`src/rtl/seq_shift_add_mult.sv`:
```
// Iterative shift-and-add multiplier, one multiplier bit per clock, signed or unsigned.
// Define SEQ_MULT_EARLY_TERM_EN to end RUN once the remaining multiplier bits are all zero.
module seq_shift_add_mult #(
  parameter int WIDTH = 32
) (
  input  logic                 clk,
  input  logic                 reset,
  input  logic                 start,
  input  logic                 is_signed,
  input  logic [WIDTH-1:0]     a,
  input  logic [WIDTH-1:0]     b,
  output logic                 busy,
  output logic                 done,
  output logic [2*WIDTH-1:0]   product
);

  localparam int PW = 2 * WIDTH;
  localparam int CW = $clog2(WIDTH);

  typedef enum logic [1:0] {IDLE, RUN, DONE} state_t;

  state_t            state_q, state_d;
  logic              busy_q, busy_d;
  logic              done_q, done_d;
  logic              neg_q, neg_d;
  logic [PW-1:0]     acc_q, acc_d;
  logic [PW-1:0]     mcand_q, mcand_d;
  logic [PW-1:0]     product_q, product_d;
  logic [WIDTH-1:0]  mult_q, mult_d;
  logic [CW-1:0]     cnt_q, cnt_d;
  logic              last_bit;

  // Magnitude fits in WIDTH unsigned bits, including the most-negative value.
  function automatic logic [WIDTH-1:0] magnitude(input logic [WIDTH-1:0] v, input logic sgn);
    return (sgn && v[WIDTH-1]) ? -v : v;
  endfunction

`ifdef SEQ_MULT_EARLY_TERM_EN
  assign last_bit = (cnt_q == CW'(WIDTH - 1)) || ((mult_q >> 1) == '0);
`else
  assign last_bit = (cnt_q == CW'(WIDTH - 1));
`endif

  always_comb begin
    state_d   = state_q;
    busy_d    = busy_q;
    done_d    = done_q;
    neg_d     = neg_q;
    acc_d     = acc_q;
    mcand_d   = mcand_q;
    mult_d    = mult_q;
    cnt_d     = cnt_q;
    product_d = product_q;
    case (state_q)
      IDLE: begin
        done_d = 1'b0;
        busy_d = start;
        if (start) begin
          mcand_d = PW'(magnitude(a, is_signed));
          mult_d  = magnitude(b, is_signed);
          neg_d   = is_signed & (a[WIDTH-1] ^ b[WIDTH-1]);
          acc_d   = '0;
          cnt_d   = '0;
          state_d = RUN;
        end
      end
      RUN: begin
        if (mult_q[0]) acc_d = acc_q + mcand_q;
        mcand_d = mcand_q << 1;
        mult_d  = mult_q >> 1;
        cnt_d   = cnt_q + CW'(1);
        if (last_bit) state_d = DONE;
      end
      DONE: begin
        // Result registers load here; busy stays up through the done pulse cycle.
        product_d = neg_q ? -acc_q : acc_q;
        done_d    = 1'b1;
        state_d   = IDLE;
      end
      default: state_d = IDLE;
    endcase
  end

  always_ff @(posedge clk) begin
    if (reset) begin
      state_q   <= IDLE;
      busy_q    <= 1'b0;
      done_q    <= 1'b0;
      neg_q     <= 1'b0;
      acc_q     <= '0;
      mcand_q   <= '0;
      mult_q    <= '0;
      cnt_q     <= '0;
      product_q <= '0;
    end else begin
      state_q   <= state_d;
      busy_q    <= busy_d;
      done_q    <= done_d;
      neg_q     <= neg_d;
      acc_q     <= acc_d;
      mcand_q   <= mcand_d;
      mult_q    <= mult_d;
      cnt_q     <= cnt_d;
      product_q <= product_d;
    end
  end

  assign busy    = busy_q;
  assign done    = done_q;
  assign product = product_q;

endmodule

```
`config.mk`:
```
export PLATFORM = sky130hd
export DESIGN_NAME = seq_shift_add_mult
export DESIGN_NICKNAME = d
export VERILOG_FILES = /design/src/rtl/seq_shift_add_mult.sv
export SDC_FILE = /design/constraint.sdc
export NUM_CORES = 1
export LEC_CHECK = 0
export CELL_PAD_IN_SITES_DETAIL_PLACEMENT = 0
export CELL_PAD_IN_SITES_GLOBAL_PLACEMENT = 1
export CORE_UTILIZATION = 39
export CTS_CLUSTER_SIZE = 16
export DETAILED_ROUTE_END_ITERATION = 16
export GPL_TIMING_DRIVEN = 0
export HOLD_SLACK_MARGIN = 0.15
export PLACE_DENSITY_LB_ADDON = 0.15
export SLEW_MARGIN = 40
export SYNTH_ARGS = -nofsm -noshare
export SYNTH_HDL_FRONTEND = slang
export SYNTH_SLANG_ARGS = --single-unit
```
`constraint.sdc`:
```
create_clock -name clk -period 4.2 [get_ports clk]
set_input_delay 0.63 -clock clk [delete_from_list [all_inputs] [get_ports clk]]
set_output_delay 0.63 -clock clk [all_outputs]
set_load 0.01 [all_outputs]
```
# Word-level counts from Yosys, hierarchy flattened

Cells that the tools add are included.

Register bits after elaboration: 234
Bits in latches: 0
Memory bits (writable): 0
ROM bits: 0
Output and inout bits: 66
Word-level logic and storage cells: 47
Memories: 0

Add/subtract/negate cells: 5
Multiply operators: 0
Divide/modulo/power cells: 0
Order comparisons: 0
Equal/unequal tests: 6
Shift-type cells: 0
Muxes and demuxes: 16
Bitwise operators: 2
Reductions and logical operators: 9

Operator list:

| cell                                                                  | count |
|---|---|
| 64-bit two-way mux                                                    | 4 |
| 64-bit one-hot mux with 2 select lines                                | 2 |
| 32-bit two-way mux                                                    | 3 |
| 64-bit adder                                                          | 1 |
| 32-bit negator                                                        | 2 |
| 64-bit negator                                                        | 1 |
| 32-bit one-hot mux with 2 select lines                                | 1 |
| 5-bit one-hot mux with 2 select lines                                 | 1 |
| 2-bit inequality test, second input constant                          | 3 |
| 2-bit AND reduction                                                   | 3 |
| 5-bit by 1-bit adder with 5-bit output, second input constant         | 1 |
| 5-bit equality test, second input constant                            | 1 |
| 5-bit two-way mux                                                     | 1 |
| 2-bit two-way mux                                                     | 2 |
| 2-bit one-hot mux with 2 select lines                                 | 1 |
| 2-bit nonzero test                                                    | 2 |
| 3-bit AND reduction                                                   | 1 |
| 2-bit by 1-bit equality test with 1-bit output, second input constant | 1 |
| 2-bit equality test, second input constant                            | 1 |
| 1-bit logical AND                                                     | 2 |
| 2-bit logical NOT                                                     | 1 |
| 1-bit one-hot mux with 2 select lines                                 | 1 |
| 1-bit bitwise AND                                                     | 1 |
| 1-bit XOR                                                             | 1 |

# Depth between registers and ports, before layout

Gate-level depths: netlist of the first run.

Depth after elaboration: 4
Depth in mapped cells: 13
Depth with buffers taken out: 13

# Worst setup path after synthesis of the first run

OpenSTA, ideal clock, no wires.

Kind: flip-flop to flip-flop
Start point: reg acc_q[0]
End point: reg acc_q[48]
Setup time: 0.074 ns
Data arrival time: 3.065 ns
Setup slack: 1.061 ns
Stages on the path, launching flop included: 14
Clock period less this slack: 3.139 ns
Cells stage by stage: dfxtp_1 -> ha_1 -> inv_1 -> fa_1 -> nor2b_1 -> o31a_1 -> o31a_1 -> a21oi_1 -> o41ai_1 -> a21oi_1 -> o211ai_1 -> a21boi_0 -> xor2_1 -> o21ai_0

Word-level cells in the longest chain between the ends: 3

RTL lines:

| what                                   | RTL line | source |
|---|---|---|
| start: declaration                     | 26       | `logic [PW-1:0] acc_q, acc_d;` |
| start signal: assignment               | 90       | `acc_q <= '0;` |
| start signal: assignment               | 100      | `acc_q <= acc_d;` |
| 64-bit adder                           | 68       | `if (mult_q[0]) acc_d = acc_q + mcand_q;` |
| 64-bit two-way mux                     | 68       |  |
| 64-bit one-hot mux with 2 select lines | 54       | `case (state_q)` |

No other way between the ends. The select of a mux whose other input is x is not followed.
A chain may end at the register's enable or synchronous reset.

# Worst setup path after layout of the first run

Start point: reg acc_q[0]
End point: reg acc_q[60]

Same word-level chain as after synthesis.

==> results of run 1 <==
per-stage QoR:
step | hold slack [ns] | setup TNS (ns) | cell area, µm²
after detailed placement | 0.4454 | 0 | 16590
after global routing | 0.4722 | 0 | 17440
after CTS | 0.4541 | 0 | 17420
after global placement | 0.4391 | -0.3544 | 16580
final | 0.4489 | 0 | 17440
after floorplan | 0.4316 | 0 | 14670
final timing paths:
kind	start	endpoint	slack [ns]	cells after the start
worst max-delay path	acc_q[0]	acc_q[60]	0.19	13
worst min-delay path	product[53]	product[53]	0.45	2
worst max register to register	acc_q[0]	acc_q[60]	0.19	13
worst min register to register	product[53]	product[53]	0.45	2
power breakdown:
part	leakage, nW	internal (W)	switching, W
Sequential	1.90	0.00228	0.0000570
Combinational	4.38	0.000238	0.000394
Clock	0.414	0.00133	0.000918
Total	6.69	0.00385	0.00137
routing by layer:
metal / vias up / share of wire [%]
li1: 7138 / -
met1: 6416 / 49
met2: 352 / 43
met3: 70 / 5.4
met4: 0 / 2.2
met5: - / 0
logic make-up (layout without fill, tap and decap cells):
| logic type | count (synthesis) | after routing |
|---|---|---|
| fa+ha+maj | 69 | 69 |
| simple gates | 612 | 612 |
| compound gates | 634 | 634 |
| buf+inv | 153 | 328 |
| xor+xnor | 171 | 171 |
| mux | 2 | 2 |
| flops | 234 | 234 |
| other cells | 0 | 1 |
tightest hold or removal path, delay by kind of cell (launching register included):
family / cells / cell delay [ns]
compound gates: 1 / 0.05
simple gates: 1 / 0.05
flops: 1 / 0.31
state kept, by name (all words and copies together), names as in the netlist:
| register | count |
|---|---|
| busy | 1 |
| neg_q | 1 |
| done | 1 |
| product | 64 |
| acc_q | 64 |
| mult_q | 32 |
| state_q | 2 |
| cnt_q | 5 |
| mcand_q | 64 |
cells in the final DEF, fill, tap and decap left out, types with 13 or more instances in the layout:
master	synthesis	routed
nor3_1	24	23
ha_1	68	68
nor2_1	161	161
clkdlybuf4s50_1	0	132
inv_1	32	32
dfxtp_1	234	234
o31ai_1	24	24
and3_1	17	17
a22oi_1	88	88
xnor2_1	71	71
nand4_1	25	25
o41ai_1	14	13
o21bai_1	22	22
xor2_1	100	100
o21ai_0	96	96
clkbuf_16	0	27
a21oi_1	223	223
a211oi_1	52	52
clkbuf_1	102	104
nand2_1	230	230
a21o_1	44	44
nand3_1	64	64
area by class of cell:
class                           count  area (µm²)  area share [%]
Antenna cell                        1       2.502         0.01435
Buffer                            121       505.5           2.899
Clock buffer                       33       728.2           4.176
Clock inverter                     10       102.6          0.5884
Inverter                           32       120.1          0.6888
Multi-Input combinational cell   1488        9388           53.84
Sequential cell                   234        4684           26.86
Tap cell                          468       585.6           3.358
Timing Repair Buffer              132        1321           7.577
timing repair:
item | 4_1_cts | 5_1_grt
endpoints found under the setup margin | 0 | 3
resized for setup | 0 | 1
buffers inserted | 0 | 0
==> flow_metrics.env, run 1 <==
export IMPL_numCtsBuffers=26
export IMPL_finalHoldViolations=0
export IMPL_synth_cells=1875
export IMPL_critPathMaxStageDelay_ns=0.52
export IMPL_clk_pin_slew_worst_paths_ns=0.06
export IMPL_cp_start_kind="flop"
export IMPL_setup_viol=0
export IMPL_vdd_drop_max_mv=0.1974
export IMPL_slew_headroom_pct=49.11
export IMPL_dp_cells=2475
export IMPL_grt_pass1_vias=13400
export IMPL_start_util_pct=39.89
export IMPL_final_nets=2172
export IMPL_portBuffers=132
export IMPL_drive_gt1_share_pct=4.439
export IMPL_drc=0
export IMPL_synth_top_area_share_pct=31.93
export IMPL_grt_max_degree=14
export IMPL_htreeDepth=1
export IMPL_p_per_area_nw_per_um2=299.1
export IMPL_routabilityCongestion=0.9179
export IMPL_met3_usage_pct=3.060
export IMPL_p_leak_nw=6.685
export IMPL_die_area_um2=38400
export IMPL_synth_compound_area_share_pct=27.88
export IMPL_required_ns=4.66
export IMPL_crit_chain="ha_1, inv_1, fa_1, nor2b_1, o31a_1, o31a_1, a21oi_1, o41ai_4, a21oi_1, o211ai_1, a31oi_1, xor2_1, o21ai_0"
export IMPL_grt_first_pass_wirelength_um=72600
export IMPL_critPathKind="reg2reg"
export IMPL_async_flop_share_pct=0
export IMPL_status="complete, no violations"
export IMPL_crit_slowest_cell="o41ai_4"
export IMPL_fin_ws_ns=0.1870
export IMPL_maxSlewViolCount=0
export IMPL_ioPinCount=134
export IMPL_cp_max_fo=5
export IMPL_synthAdderAreaFrac_pct=5.935
export IMPL_ys_warn_count=0
export IMPL_grt_busiest_layer="met2"
export IMPL_fin_cells=2519
export IMPL_synth_xor_area_share_pct=10.21
export IMPL_wl_per_cell_um=18.20
export IMPL_syn_num_nets=2012
export IMPL_dpl_hpwl_um=37230
export IMPL_cts_root_buf="clkbuf_16"
export IMPL_clk_latency_ns=0.54
export IMPL_crit_family="compound AO/OA/AOI/OAI gates"
export IMPL_syn2layout_area_growth_pct=18.85
export IMPL_tritoncts="yes"
export IMPL_core_area_um2=36790
export IMPL_post_synth_top_count_cell="dfxtp_1"
export IMPL_skew_ns=0.009745
export IMPL_synth_seq_cells=234
export IMPL_use_met2_pct=37.18
export IMPL_period_share_pct=95.55
export IMPL_ctsHoldBuffers=0
export IMPL_cp_num_buf_inv=1
export IMPL_synth_edf_count=0
export IMPL_fillers=3730
export IMPL_p_total_w=0.005215
export IMPL_worstPathArrival_ns=4.47
export IMPL_synth_area_leader_cell="dfxtp_1"
export IMPL_fmax_mhz=249.2
export IMPL_hp_class="reg2reg"
export IMPL_yosysUniqueCellTypes=83
export IMPL_dr_pass1_iters=5
export IMPL_period_needed_ns=4.013
export IMPL_grt_usage_pct=23.60
export IMPL_dp_slack_ns=0.09636
export IMPL_antenna_found_initial=0
export IMPL_grt_ovfl_total=0
export IMPL_die_w_um=196.0
export IMPL_die_h_um=196.0
export IMPL_cp_end_kind="flop"
export IMPL_ys_flop_type="dfxtp_1"
export IMPL_viasPerCell=5.548
export IMPL_clk_path_buf_depth=3
export IMPL_rsz0062_at_grt="no"
export IMPL_synthMuxAreaShare_pct=0.1450
export IMPL_clkSinkCount=234
export IMPL_rows=70
export IMPL_ant_nets=0
export IMPL_netlist_top_cells_area="dfxtp_1 (32%), a21oi_1 (7.6%), xor2_1 (6.0%), nand2_1 (5.9%), ha_1 (5.8%)"
export IMPL_post_synth_and_or_nand_nor_area_fraction_pct=19.66
export IMPL_syn_area_um2=14670
export IMPL_drv_cap=0
export IMPL_synthTopCellsByCount="dfxtp_1 (234), nand2_1 (230), a21oi_1 (223), nor2_1 (161), clkbuf_1 (102)"
export IMPL_drt_iter0_drc=758
export IMPL_utilization_pct=47.40
export IMPL_yosysSeqAreaShare_pct=31.93
export IMPL_syn_avg_cell_area_um2=7.826
export IMPL_tightest_slew_ns=0.7633
export IMPL_routed_wl_um=45850
export IMPL_met1_usage_pct=33.87
export IMPL_vias=13980
export IMPL_synth_top_family_by_area="compound AO/OA/AOI/OAI gates"
Note: power is estimated with default switching activity, not from simulation.
==> run 2, diff against run 1 <==
- CORE_MARGIN: not set -> 2
==> flow_metrics.env, run 2 (same netlist as run 1, synthesis figures left out) <==
export IMPL_status="complete, no violations"
export IMPL_wl_per_cell_um=18.01
export IMPL_critPathMaxStageDelay_ns=0.70
export IMPL_wl_met3_um=2321
export IMPL_period_share_pct=91.37
export IMPL_routabilityCongestion=0.8789
export IMPL_vias=13960
export IMPL_wirelength_met1_um=23060
export IMPL_dpl_hpwl_um=37610
export IMPL_portBuffers=132
export IMPL_final_cell_mix="dfxtp_1 (234), nand2_1 (230), a21oi_1 (223)"
export IMPL_die_area_um2=39190
export IMPL_die_h_um=198.0
export IMPL_crit_family="compound AO/OA/AOI/OAI gates"
export IMPL_ioPinCount=134
export IMPL_rsz0062_at_grt="no"
export IMPL_post_cts_buffers=0
export IMPL_grt_max_degree=13
export IMPL_htreeDepth=1
export IMPL_ant_nets=0
export IMPL_cp_start_kind="flop"
export IMPL_ctsHoldBuffers=0
export IMPL_clk_pin_slew_worst_paths_ns=0.06
export IMPL_vdd_drop_max_mv=0.2654
export IMPL_tritoncts="yes"
export IMPL_die_w_um=198.0
export IMPL_drive_gt1_share_pct=4.574
export IMPL_hp_class="reg2reg"
export IMPL_p_per_area_nw_per_um2=303.0
export IMPL_grt_ovfl_total=0
export IMPL_finalHoldViolations=0
export IMPL_clkSinkCount=234
export IMPL_numCtsBuffers=27
export IMPL_p_leak_nw=6.687
export IMPL_drv_cap=0
export IMPL_viasPerCell=5.440
export IMPL_met2_length_um=19830
export IMPL_maxSlewViolCount=0
export IMPL_syn2layout_area_growth_pct=19.59
export IMPL_utilization_pct=46.92
export IMPL_fin_ws_ns=0.3625
export IMPL_drc=0
export IMPL_rows=71
export IMPL_clk_path_buf_depth=3
export IMPL_tns_ns=0
export IMPL_crit_chain="ha_1, o211ai_1, o211ai_1, a41oi_1, o31ai_1, a31oi_2, o211ai_2, a31oi_2, o31ai_2, xnor2_1, o21ai_0"
export IMPL_worstPathArrival_ns=4.26
export IMPL_critPathKind="reg2reg"
export IMPL_skew_ns=0.01416
export IMPL_core_area_um2=37400
export IMPL_grt_usage_pct=23.23
export IMPL_slew_headroom_pct=45.32
export IMPL_setup_viol=0
export IMPL_fillers=3795
export IMPL_dp_slack_ns=0.2227
export IMPL_fmax_mhz=260.6
export IMPL_antenna_found_initial=0
export IMPL_clk_latency_ns=0.55
export IMPL_cts_root_buf="clkbuf_16"
export IMPL_ctsResizeCount=0
export IMPL_cp_num_buf_inv=0
export IMPL_drt_iter0_drc=781
export IMPL_crit_slowest_cell="o31ai_1"
export IMPL_tightest_slew_ns=0.8127
export IMPL_cp_max_fo=8
export IMPL_start_util_pct=39.23
export IMPL_grt_pass1_vias=13260
export IMPL_cp_end_kind="flop"
export IMPL_grt_first_pass_wirelength_um=72280
export IMPL_diodes=0
export IMPL_reg2reg_slack_ns=0.36
export IMPL_dr_pass1_iters=8
export IMPL_final_common_cell="dfxtp_1"
export IMPL_period_needed_ns=3.837
export IMPL_required_ns=4.62
export IMPL_routed_wl_um=46220
export IMPL_top_layer="met4"
export IMPL_final_nets=2175
-- run 2: changes by cell type in the layout (fill, tap and decap cells not counted), sizes merged --
cell / previous run / this run
clkinv: 7 / 6
diode: 1 / 0
buf: 16 / 18
bufinv: 2 / 3
clkbuf: 137 / 140
-- run 2: final cells by class --
class | instances | area (µm²) | area share (%)
sequential | 234 | 4684 | 26.70
inverter | 32 | 120.1 | 0.6845
multi-input combinational | 1488 | 9376 | 53.44
clock buffer | 36 | 749.5 | 4.271
timing repair buffer | 134 | 1336 | 7.616
clock inverter | 10 | 135.1 | 0.7701
tap | 511 | 639.4 | 3.644
buffer | 121 | 505.5 | 2.881
-- run 2: worst register-to-register path, cell delays in order, from the launching register on --
cell      delay (ns)
dfxtp_1         0.56
ha_1            0.30
o211ai_1        0.15
o211ai_1        0.31
a41oi_1         0.33
o31ai_1         0.70
a31oi_2         0.37
o211ai_2        0.30
a31oi_2         0.18
o31ai_2         0.28
xnor2_1         0.16
o21ai_0         0.08
-- run 2: path summary, 6_finish.rpt --
path                  to  depth (start not counted)         from
min reg2reg  product[43]                          2  product[43]
min          product[43]                          2  product[43]
max reg2reg    acc_q[61]                         11     acc_q[2]
max            acc_q[61]                         11     acc_q[2]
-- run 2: report_power, final --
group / total (W) / switching (W) / internal, W
clock network: 0.00236 / 0.000930 / 0.00143
logic: 0.000629 / 0.000391 / 0.000238
registers: 0.00233 / 0.0000552 / 0.00228
-- run 2: stage by stage --
stage               power, W  area [µm²]  std cells  hold slack, ns
floorplan           0.002758       14670       1875          0.4316
global placement    0.003005       16630       2518          0.4390
detailed placement  0.003009       16650       2518          0.4455
CTS                 0.005372       17530       2564          0.4538
global route        0.005510       17550       2566          0.4641
finish              0.005316       17550       2566          0.4475
-- run 2: per-layer routing --
layer | vias to the layer above | track usage, %
li1 | 7144 | -
met1 | 6410 | 33.21
met2 | 337 | 36.98
met3 | 67 | 2.725
met4 | 0 | 6.043
met5 | - | 0
==> run 3, diff against run 2 <==
- RECOVER_POWER: not set -> 25
==> flow_metrics.env, run 3 (same netlist as run 1, synthesis figures left out) <==
export IMPL_status="complete, no violations"
export IMPL_portBuffers=132
export IMPL_final_cell_mix="dfxtp_1 (234), nand2_1 (230), a21oi_1 (223)"
export IMPL_min_delay_start="product[43]"
export IMPL_met1_usage_pct=33.21
export IMPL_crit_chain="ha_1, o211ai_1, o211ai_1, a41oi_1, o31ai_1, a31oi_2, o211ai_2, a31oi_2, o31ai_2, xnor2_1, o21ai_0"
export IMPL_tightest_slew_ns=0.8149
export IMPL_critPathMaxStageDelay_ns=0.70
export IMPL_die_w_um=198.0
export IMPL_diodes=0
export IMPL_final_nets=2175
export IMPL_clk_path_buf_depth=3
export IMPL_grt_usage_pct=23.23
export IMPL_cts_root_buf="clkbuf_16"
export IMPL_drc=0
export IMPL_htreeDepth=1
export IMPL_vdd_drop_max_mv=0.2644
export IMPL_p_per_area_nw_per_um2=303.3
export IMPL_syn2layout_area_growth_pct=19.51
export IMPL_clk_latency_ns=0.55
export IMPL_grt_ovfl_total=0
export IMPL_grt_first_pass_wirelength_um=72280
export IMPL_rows=71
export IMPL_period_needed_ns=3.860
export IMPL_drv_cap=0
export IMPL_clkSinkCount=234
export IMPL_die_area_um2=39190
export IMPL_ant_nets=0
export IMPL_core_area_um2=37400
export IMPL_drive_gt1_share_pct=4.477
export IMPL_final_common_cell="dfxtp_1"
export IMPL_worstPathArrival_ns=4.28
export IMPL_tritoncts="yes"
export IMPL_start_util_pct=39.23
export IMPL_required_ns=4.62
export IMPL_cp_start_kind="flop"
export IMPL_skew_ns=0.01620
export IMPL_slew_headroom_pct=45.17
export IMPL_rsz0062_at_grt="no"
export IMPL_crit_path_start="acc_q[2]"
export IMPL_cp_end_kind="flop"
export IMPL_multiInputGateArea_um2=9376
export IMPL_finalHoldViolations=0
export IMPL_grt_max_degree=13
export IMPL_ioPinCount=134
export IMPL_antenna_found_initial=0
export IMPL_routabilityCongestion=0.8789
export IMPL_maxSlewViolCount=0
export IMPL_critPathKind="reg2reg"
export IMPL_grt_busiest_layer="met2"
export IMPL_holdWs_ns=0.4446
export IMPL_drt_iter0_drc=749
export IMPL_numCtsBuffers=27
export IMPL_utilization_pct=46.89
export IMPL_seqCellArea_um2=4684
export IMPL_die_h_um=198.0
export IMPL_clk_pin_slew_worst_paths_ns=0.06
export IMPL_setup_viol=0
export IMPL_cp_max_fo=8
export IMPL_p_total_w=0.005318
export IMPL_crit_reg2reg_launch="acc_q[2]"
export IMPL_fillers=3798
export IMPL_use_met2_pct=36.98
export IMPL_tns_ns=0
export IMPL_dr_pass1_iters=5
export IMPL_hp_class="reg2reg"
export IMPL_p_leak_nw=6.900
export IMPL_grt_pass1_vias=13260
export IMPL_dpl_hpwl_um=37610
export IMPL_crit_slowest_cell="o31ai_1"
export IMPL_period_share_pct=91.89
export IMPL_routed_wl_um=46290
export IMPL_viasPerCell=5.437
export IMPL_met3_usage_pct=2.725
export IMPL_vias=13950
export IMPL_fmax_mhz=259.1
export IMPL_wl_per_cell_um=18.04
==> run 3: changes by cell type in the layout (fill, tap and decap cells not counted) <==
cell	change
clkdlybuf4s50_1	-62
and2_0	+1
buf_4	-1
clkbuf_1	+2
and2_1	-1
buf_6	-1
dlygate4sd3_1	+62
==> run 3: path summary, 6_finish.rpt <==
path            endpoint  slack [ns]  depth (start not counted)
min          product[43]        0.44                          2
min reg2reg  product[43]        0.44                          2
max            acc_q[61]        0.34                         11
max reg2reg    acc_q[61]        0.34                         11
==> run 3: final cells by class <==
type / count / area share [%]
tap: 511 / 3.646
clock inverter: 10 / 0.7706
timing repair buffer: 134 / 7.620
inverter: 32 / 0.6850
clock buffer: 36 / 4.274
multi-input combinational: 1488 / 53.47
sequential: 234 / 26.71
buffer: 121 / 2.818
==> run 3: worst max-delay path: cells and delay by family, from the launching register on <==
kind            cells  cell delay (ns)
fa+ha+maj           1             0.30
xor+xnor            1             0.16
compound gates      9             2.69
flops               1             0.58
==> run 3: where the power goes <==
part / internal, W / switching, W / leakage [nW]
logic: 0.000238 / 0.000391 / 4.57
registers: 0.00228 / 0.0000555 / 1.90
clock network: 0.00143 / 0.000932 / 0.434
total: 0.00394 / 0.00138 / 6.90
==> run 3: layer usage <==
metal	share of wire, %	up-vias
li1	-	7138
met1	50	6424
met2	43	319
met3	4.7	70
met4	2.1	0
met5	0	-
==> run 3: repair_timing <==
action,4_1_cts,5_1_grt
buffers inserted,0,2
setup endpoints to repair,0,3
hold buffers,0,0
resized for setup,0,0
==> run 3: stage by stage <==
step	instances	cell area (µm²)	setup WS [ns]
floorplan	1875	14670	1.061
global route	2566	17540	0.1307
CTS	2564	17530	0.1849
detailed placement	2518	16650	0.2227
global placement	2518	16630	-0.1262
finish	2566	17540	0.3405
